--- config.mk ---
export PLATFORM = sky130hd
export DESIGN_NAME = morse_char_buffer_flat
export DESIGN_NICKNAME = d
export VERILOG_FILES = /design/src/rtl/morse_char_buffer_if.sv /design/src/rtl/morse_char_buffer.sv /design/src/flat_wrapper.sv
export SDC_FILE = /design/constraint.sdc
export NUM_CORES = 1
export LEC_CHECK = 0
export ABC_CLOCK_PERIOD_IN_PS = 3200
export CAP_MARGIN = 5
export CORE_MARGIN = 2
export CORE_UTILIZATION = 61
export DETAILED_ROUTE_END_ITERATION = 10
export PLACE_DENSITY_LB_ADDON = 0.05
export SYNTH_ARGS = -nofsm -noshare
export SYNTH_HDL_FRONTEND = slang
export SYNTH_SLANG_ARGS = --single-unit
export TNS_END_PERCENT = 100
--- constraint.sdc ---
create_clock -name clk -period 3.2 [get_ports clk]
set_input_delay 0.64 -clock clk [delete_from_list [all_inputs] [get_ports clk]]
set_output_delay 0.64 -clock clk [all_outputs]
set_load 0.05 [all_outputs]
--- src/rtl/morse_char_buffer_if.sv ---
// Decode/buffer stage bus: separator strobes in, FIFO head and status out.
// The master side drives strobes and RdEn; the slave side is the buffer.
interface morse_char_buffer_if #(
  parameter int unsigned AW = 4
);
  logic [9:0]  SeqIn;
  logic        SeqValid;
  logic        WordSpace;
  logic        EndMsg;
  logic        Clear;
  logic        RdEn;
  logic [7:0]  CharOut;
  logic        Empty;
  logic        Full;
  logic [AW:0] Count;
  logic        Overflow;
  logic        MsgDone;

  modport master (
    output SeqIn, SeqValid, WordSpace, EndMsg, Clear, RdEn,
    input  CharOut, Empty, Full, Count, Overflow, MsgDone
  );

  modport slave (
    input  SeqIn, SeqValid, WordSpace, EndMsg, Clear, RdEn,
    output CharOut, Empty, Full, Count, Overflow, MsgDone
  );
endinterface

--- src/rtl/morse_char_buffer.sv ---
// Decodes 10-bit Morse sequences to ASCII and queues them, with space/LF markers,
// in a first-word-fall-through FIFO read by the output stage.
module morse_char_buffer #(
  parameter int unsigned DEPTH = 16,
  parameter int unsigned AW    = 4
) (
  input logic                clk,
  input logic                Reset,
  morse_char_buffer_if.slave bus
);

  localparam logic [AW:0] DepthCount = (AW + 1)'(DEPTH);

  // Canonical key: symbol count plus dash bits (dash = 1), first symbol most significant.
  function automatic logic [7:0] decodeSeq(input logic [9:0] seq);
    logic [2:0] len;
    logic [4:0] bits;
    logic [1:0] sym;
    logic       bad;
    logic       gap;
    len  = '0;
    bits = '0;
    bad  = 1'b0;
    gap  = 1'b0;
    for (int i = 0; i < 5; i++) begin
      sym = seq[9 - 2 * i -: 2];
      if (sym == 2'b11) begin
        bad = 1'b1;
      end else if (sym == 2'b00) begin
        gap = 1'b1;
      end else begin
        if (gap) bad = 1'b1;
        len  = len + 3'd1;
        bits = {bits[3:0], sym[1]};
      end
    end
    if (bad) return 8'h3F;
    case ({len, bits})
      {3'd2, 5'b00001}: return 8'h41; // A
      {3'd4, 5'b01000}: return 8'h42; // B
      {3'd4, 5'b01010}: return 8'h43; // C
      {3'd3, 5'b00100}: return 8'h44; // D
      {3'd1, 5'b00000}: return 8'h45; // E
      {3'd4, 5'b00010}: return 8'h46; // F
      {3'd3, 5'b00110}: return 8'h47; // G
      {3'd4, 5'b00000}: return 8'h48; // H
      {3'd2, 5'b00000}: return 8'h49; // I
      {3'd4, 5'b00111}: return 8'h4A; // J
      {3'd3, 5'b00101}: return 8'h4B; // K
      {3'd4, 5'b00100}: return 8'h4C; // L
      {3'd2, 5'b00011}: return 8'h4D; // M
      {3'd2, 5'b00010}: return 8'h4E; // N
      {3'd3, 5'b00111}: return 8'h4F; // O
      {3'd4, 5'b00110}: return 8'h50; // P
      {3'd4, 5'b01101}: return 8'h51; // Q
      {3'd3, 5'b00010}: return 8'h52; // R
      {3'd3, 5'b00000}: return 8'h53; // S
      {3'd1, 5'b00001}: return 8'h54; // T
      {3'd3, 5'b00001}: return 8'h55; // U
      {3'd4, 5'b00001}: return 8'h56; // V
      {3'd3, 5'b00011}: return 8'h57; // W
      {3'd4, 5'b01001}: return 8'h58; // X
      {3'd4, 5'b01011}: return 8'h59; // Y
      {3'd4, 5'b01100}: return 8'h5A; // Z
      {3'd5, 5'b11111}: return 8'h30;
      {3'd5, 5'b01111}: return 8'h31;
      {3'd5, 5'b00111}: return 8'h32;
      {3'd5, 5'b00011}: return 8'h33;
      {3'd5, 5'b00001}: return 8'h34;
      {3'd5, 5'b00000}: return 8'h35;
      {3'd5, 5'b10000}: return 8'h36;
      {3'd5, 5'b11000}: return 8'h37;
      {3'd5, 5'b11100}: return 8'h38;
      {3'd5, 5'b11110}: return 8'h39;
      default:          return 8'h3F;
    endcase
  endfunction

  logic [7:0]  mem [DEPTH];
  logic [AW-1:0] wrPtrQ, rdPtrQ;
  logic [AW:0] countQ;
  logic        overflowQ, msgDoneQ;
  logic        stValidQ;
  logic [7:0]  stCharQ;
  logic        empty, full, doRead, doWrite, dropWrite;

  // Stage 1: one request per edge, highest-priority strobe wins.
  always_ff @(posedge clk or posedge Reset) begin
    if (Reset) begin
      stValidQ <= 1'b0;
      stCharQ  <= 8'h00;
    end else if (bus.Clear) begin
      stValidQ <= 1'b0;
      stCharQ  <= 8'h00;
    end else if (bus.SeqValid) begin
      stValidQ <= (bus.SeqIn != 10'h000);
      stCharQ  <= decodeSeq(bus.SeqIn);
    end else if (bus.WordSpace) begin
      stValidQ <= 1'b1;
      stCharQ  <= 8'h20;
    end else if (bus.EndMsg) begin
      stValidQ <= 1'b1;
      stCharQ  <= 8'h0A;
    end else begin
      stValidQ <= 1'b0;
    end
  end

  always_comb begin
    empty     = (countQ == '0);
    full      = (countQ == DepthCount);
    doRead    = bus.RdEn && !empty && !bus.Clear;
    // A pop on the same edge frees the slot, so a full FIFO still accepts the write.
    doWrite   = stValidQ && (!full || bus.RdEn) && !bus.Clear;
    dropWrite = stValidQ && full && !bus.RdEn && !bus.Clear;
  end

  always_ff @(posedge clk or posedge Reset) begin
    if (Reset) begin
      wrPtrQ    <= '0;
      rdPtrQ    <= '0;
      countQ    <= '0;
      overflowQ <= 1'b0;
      msgDoneQ  <= 1'b0;
    end else if (bus.Clear) begin
      wrPtrQ    <= '0;
      rdPtrQ    <= '0;
      countQ    <= '0;
      overflowQ <= 1'b0;
      msgDoneQ  <= 1'b0;
    end else begin
      if (doWrite) wrPtrQ <= wrPtrQ + 1'b1;
      if (doRead)  rdPtrQ <= rdPtrQ + 1'b1;
      if (doWrite && !doRead) begin
        countQ <= countQ + 1'b1;
      end else if (doRead && !doWrite) begin
        countQ <= countQ - 1'b1;
      end
      if (dropWrite) overflowQ <= 1'b1;
      msgDoneQ <= doWrite && (stCharQ == 8'h0A);
    end
  end

  always_ff @(posedge clk) begin
    if (doWrite) mem[wrPtrQ] <= stCharQ;
  end

  assign bus.CharOut  = empty ? 8'h00 : mem[rdPtrQ];
  assign bus.Empty    = empty;
  assign bus.Full     = full;
  assign bus.Count    = countQ;
  assign bus.Overflow = overflowQ;
  assign bus.MsgDone  = msgDoneQ;

endmodule
--- src/flat_wrapper.sv ---
// flat-port wrapper written by rule: the top's interface ports become plain ports
module morse_char_buffer_flat 
#(
  parameter int unsigned DEPTH = 16,
  parameter int unsigned AW    = 4
)
  (clk, Reset, bus_SeqIn, bus_SeqValid, bus_WordSpace, bus_EndMsg, bus_Clear, bus_RdEn, bus_CharOut, bus_Empty, bus_Full, bus_Count, bus_Overflow, bus_MsgDone);
  morse_char_buffer_if #(.AW(AW)) bus_i ();
  input logic clk;
  input logic Reset;
  input wire logic [$bits(bus_i.SeqIn)-1:0] bus_SeqIn;
  input wire logic [$bits(bus_i.SeqValid)-1:0] bus_SeqValid;
  input wire logic [$bits(bus_i.WordSpace)-1:0] bus_WordSpace;
  input wire logic [$bits(bus_i.EndMsg)-1:0] bus_EndMsg;
  input wire logic [$bits(bus_i.Clear)-1:0] bus_Clear;
  input wire logic [$bits(bus_i.RdEn)-1:0] bus_RdEn;
  output wire logic [$bits(bus_i.CharOut)-1:0] bus_CharOut;
  output wire logic [$bits(bus_i.Empty)-1:0] bus_Empty;
  output wire logic [$bits(bus_i.Full)-1:0] bus_Full;
  output wire logic [$bits(bus_i.Count)-1:0] bus_Count;
  output wire logic [$bits(bus_i.Overflow)-1:0] bus_Overflow;
  output wire logic [$bits(bus_i.MsgDone)-1:0] bus_MsgDone;
  assign bus_i.SeqIn = bus_SeqIn;
  assign bus_i.SeqValid = bus_SeqValid;
  assign bus_i.WordSpace = bus_WordSpace;
  assign bus_i.EndMsg = bus_EndMsg;
  assign bus_i.Clear = bus_Clear;
  assign bus_i.RdEn = bus_RdEn;
  assign bus_CharOut = bus_i.CharOut;
  assign bus_Empty = bus_i.Empty;
  assign bus_Full = bus_i.Full;
  assign bus_Count = bus_i.Count;
  assign bus_Overflow = bus_i.Overflow;
  assign bus_MsgDone = bus_i.MsgDone;
  morse_char_buffer #(.DEPTH(DEPTH), .AW(AW)) u_core (.clk(clk), .Reset(Reset), .bus(bus_i));
endmodule
==> reports/summary.txt <==
Run status = finished, violations left
Failing checks = setup timing
Residual DRC = 0
Hold Vio Cnt, Final = 0
Crit. Startpoint = bus_SeqIn[6]
CTS buffer count = 17
Final Slew Violations = 0
First-pass detailed-route iteration total = 6
Min-delay worst type = flop to flop
Leak pwr = 3.59 nW
PnR worst setup slack = -1.09 ns
Unrepaired setup endpoints after global routing = true
Min Tclk post-route = 4.29 ns
Chip height = 115 um
Vias per Instance = 6.37
Fin cells = 928
Port bufs = 32
Worst-path clk slew = 0.06 ns
WHS = 0.504 ns
Dpl cell area = 0.00887 mm^2
Post-Syn Nets = 632
Die width = 115 um
Cell Pwr Density = 686 mW/mm^2
Hpwl dp = 13.5 mm
Root Driver = clkbuf_16
Gpl congestion = 0.944
Worst EP required = 3.55 ns
H-tree depth = 4
Syn Area/Cell = 12.6 um^2
Row cnt = 40
Initial DRC count = 485
Post-synth ARST share = 17.0%
Pin count of the biggest net entering global routing = 32
Gate Count Post-Synth = 599
Global router's overall resource usage = 33.4%
Power Total = 6.68 mW
Vias in the first global route = 5844
Clk sink count = 135
Ys flop type = edfxtp_1
Endpoints failing setup = 7
Layout cells sized above 1 = 36.8%
Commonest non-fill, non-tap cell in the layout = buf_4
Post-route setup TNS = -7.20 ns
Core area = 0.0121 mm^2
Kind of critical path = input pin to flop
Peak fanout along the critical path = 6
CP max stage cell = or3_4
Most used cell, CP = ha_4
EDFF count, synth = 112
Routed WL = 21.3 mm
CP Buf/Inv Count = 3
TritonCTS clock tree = yes
Die ar. = 0.0133 mm^2
WP data arrival = 4.64 ns
Peak supply drop = 0.422 mV
CTS Buffer Depth = 2
WL/cell = 23.0 um
Flops & latches, synth = 135
First-pass GRT wire length = 32.8 mm
Crit Reg-Reg Startpoint = u_core.bus.Count[1]
Fin crit share = 134%
Final Instance Area = 0.00974 mm^2
Initial cell density of the core = 62.7%
Fmax = 233 MHz
Skew-Pair Late Insertion Delay = 0.42 ns
Antenna Cells = 0
Max Cap Viol = 0
Share of the yosys chip area belonging to registers = 52.1%
GR Overflow Total = 0
Hold Path Origin = u_core.bus.Overflow
Most frequent cells in the layout = buf_4 (132), edfxtp_1 (112), nand2_1 (41), nor2_1 (41), mux4_2 (35)
Routed Antenna Nets = 0
Setup crit end kind = flop
Placed Cells incl. Taps = 886
Via count = 5909
Slew headroom = 40.0%
Cell variety after synth = 92
Largest delay share family, worst path = simple AND/OR/NAND/NOR gates
Synthesized area = 0.00757 mm^2
Synth-to-Final Area Change = 28.7%
Max Clock Skew = 0.0129 ns
Initial antenna violation count = 0
IO Pins = 34
Crit-path max cell delay = 0.36 ns
Worst Max-Slew Pin Slew = 0.899 ns
Synthesis warning total = 0
Cells along the critical path = buf_6 > or2_4 > ha_4 > a21boi_4 > nor2_1 > inv_1 > ha_1 > mux2_4 > ha_4 > nand2_2 > nand2_2 > ha_4 > or3_4 > a211oi_4 > a211o_4 > nand4_1 > buf_4 > nor2_2 > a31oi_2 > and3_4 > a21boi_4 > a22o_1
Nets = 780
CP startpoint kind = input pin
==> synthesized netlist by cell type (all sizes together) (9+ instances only) <==
| library cell | n | area [um^2] |
|---|---|---|
| buf | 19 | 144 |
| edfxtp | 112 | 3360 |
| nor2b | 15 | 93.8 |
| dfrtp | 23 | 576 |
| nor3 | 15 | 80.1 |
| a21oi | 26 | 130 |
| xnor2 | 14 | 156 |
| nor4 | 10 | 68.8 |
| a211oi | 11 | 108 |
| nand3 | 17 | 95.1 |
| mux4 | 35 | 788 |
| nand4 | 9 | 62.6 |
| inv | 23 | 86.3 |
| nand2 | 44 | 168 |
| ha | 15 | 188 |
| nor2 | 46 | 180 |
| and2 | 13 | 86.3 |
| o21ai | 30 | 150 |
| clkbuf | 13 | 48.8 |
==> layout make-up <==
| class | count | area, um^2 |
|---|---|---|
| Fill cell | 652 | 2320 |
| Clock buffer | 17 | 425 |
| Tap cell | 168 | 210 |
| Multi-Input combinational cell | 410 | 3600 |
| Inverter | 23 | 88.8 |
| Clock inverter | 15 | 168 |
| Sequential cell | 135 | 3940 |
| Timing Repair Buffer | 160 | 1300 |
==> cells by family (layout without fill, tap and decap cells) <==
group                      Yosys count  count (layout)  share of synthesized area [%]
adders and majority gates           18              18                           3.03
buffers and inverters               55             215                           3.69
xor gates and xnor gates            21              21                           3.65
AOI/OAI and AO/OA                  126             127                           12.0
and+or+nand+nor                    203             203                           14.4
DFF                                135             135                           52.1
muxes                               40              40                           11.1
other                                1               1                         0.0496
==> metal layers <==
metal | up-vias | global-route usage (%) | wire (um)
met1 | 2898 | 42.6 | 8150
li1 | 2624 | - | -
met4 | 0 | 14.8 | 949
met5 | - | 0 | 0
met2 | 318 | 56.4 | 10800
met3 | 69 | 5.80 | 1410
==> worst paths after layout <==
check	slack (ns)	to	cells after the start
setup reg to reg	0.30	u_core.bus.Count[4]	14
hold / removal	0.50	u_core.bus.Overflow	2
max in group asynchronous	1.86	u_core.rdPtrQ[0]	2
hold reg to reg	0.50	u_core.bus.Overflow	2
setup / recovery	-1.09	u_core.stCharQ[6]	22
min in group asynchronous	0.72	u_core.bus.Count[0]	2
==> state kept, by name, summed over array words and instances, names as in the netlist <==
name	count
u_core.rdPtrQ	4
u_core.bus.Overflow	1
u_core.stCharQ	7
u_core.stValidQ	1
u_core.mem	112
u_core.bus.Count	5
u_core.bus.MsgDone	1
u_core.wrPtrQ	4
==> report_power, final <==
group / internal, mW / switching [mW] / total, mW
clock network: 1.17 / 0.804 / 1.97
registers: 1.97 / 0.0931 / 2.07
logic: 1.19 / 1.45 / 2.64
==> through the flow <==
| step | util (%) | setup slack (ns) |
|---|---|---|
| detailed placement | 73.5 | -1.85 |
| global route | 80.7 | -1.21 |
| global placement | 73.5 | -1.79 |
| CTS | 79.2 | -0.981 |
| finish | 80.7 | -1.09 |
| floorplan | - | -1.17 |
==> worst register-to-register path, stage by stage, from the launching register on <==
cell and delay (ns):
dfrtp_1 0.43, nor4_1 0.40, nand2_1 0.16, o21ai_0 0.26, nor2_1 0.12, nand2_1 0.17, inv_1 0.08, fa_1 0.41
nor2b_1 0.11, o21ai_0 0.12, inv_1 0.07, o21ai_0 0.06, o21ai_0 0.19, xnor2_1 0.15, nor2_1 0.05
==> what timing repair did <==
item,CTS,global route
setup buffers,4,4
resized for setup,32,26
setup endpoints to repair,7,8
hold buffers,0,0
pin swaps,17,19
gates cloned,1,1
Power figures use the tool's default switching activity.
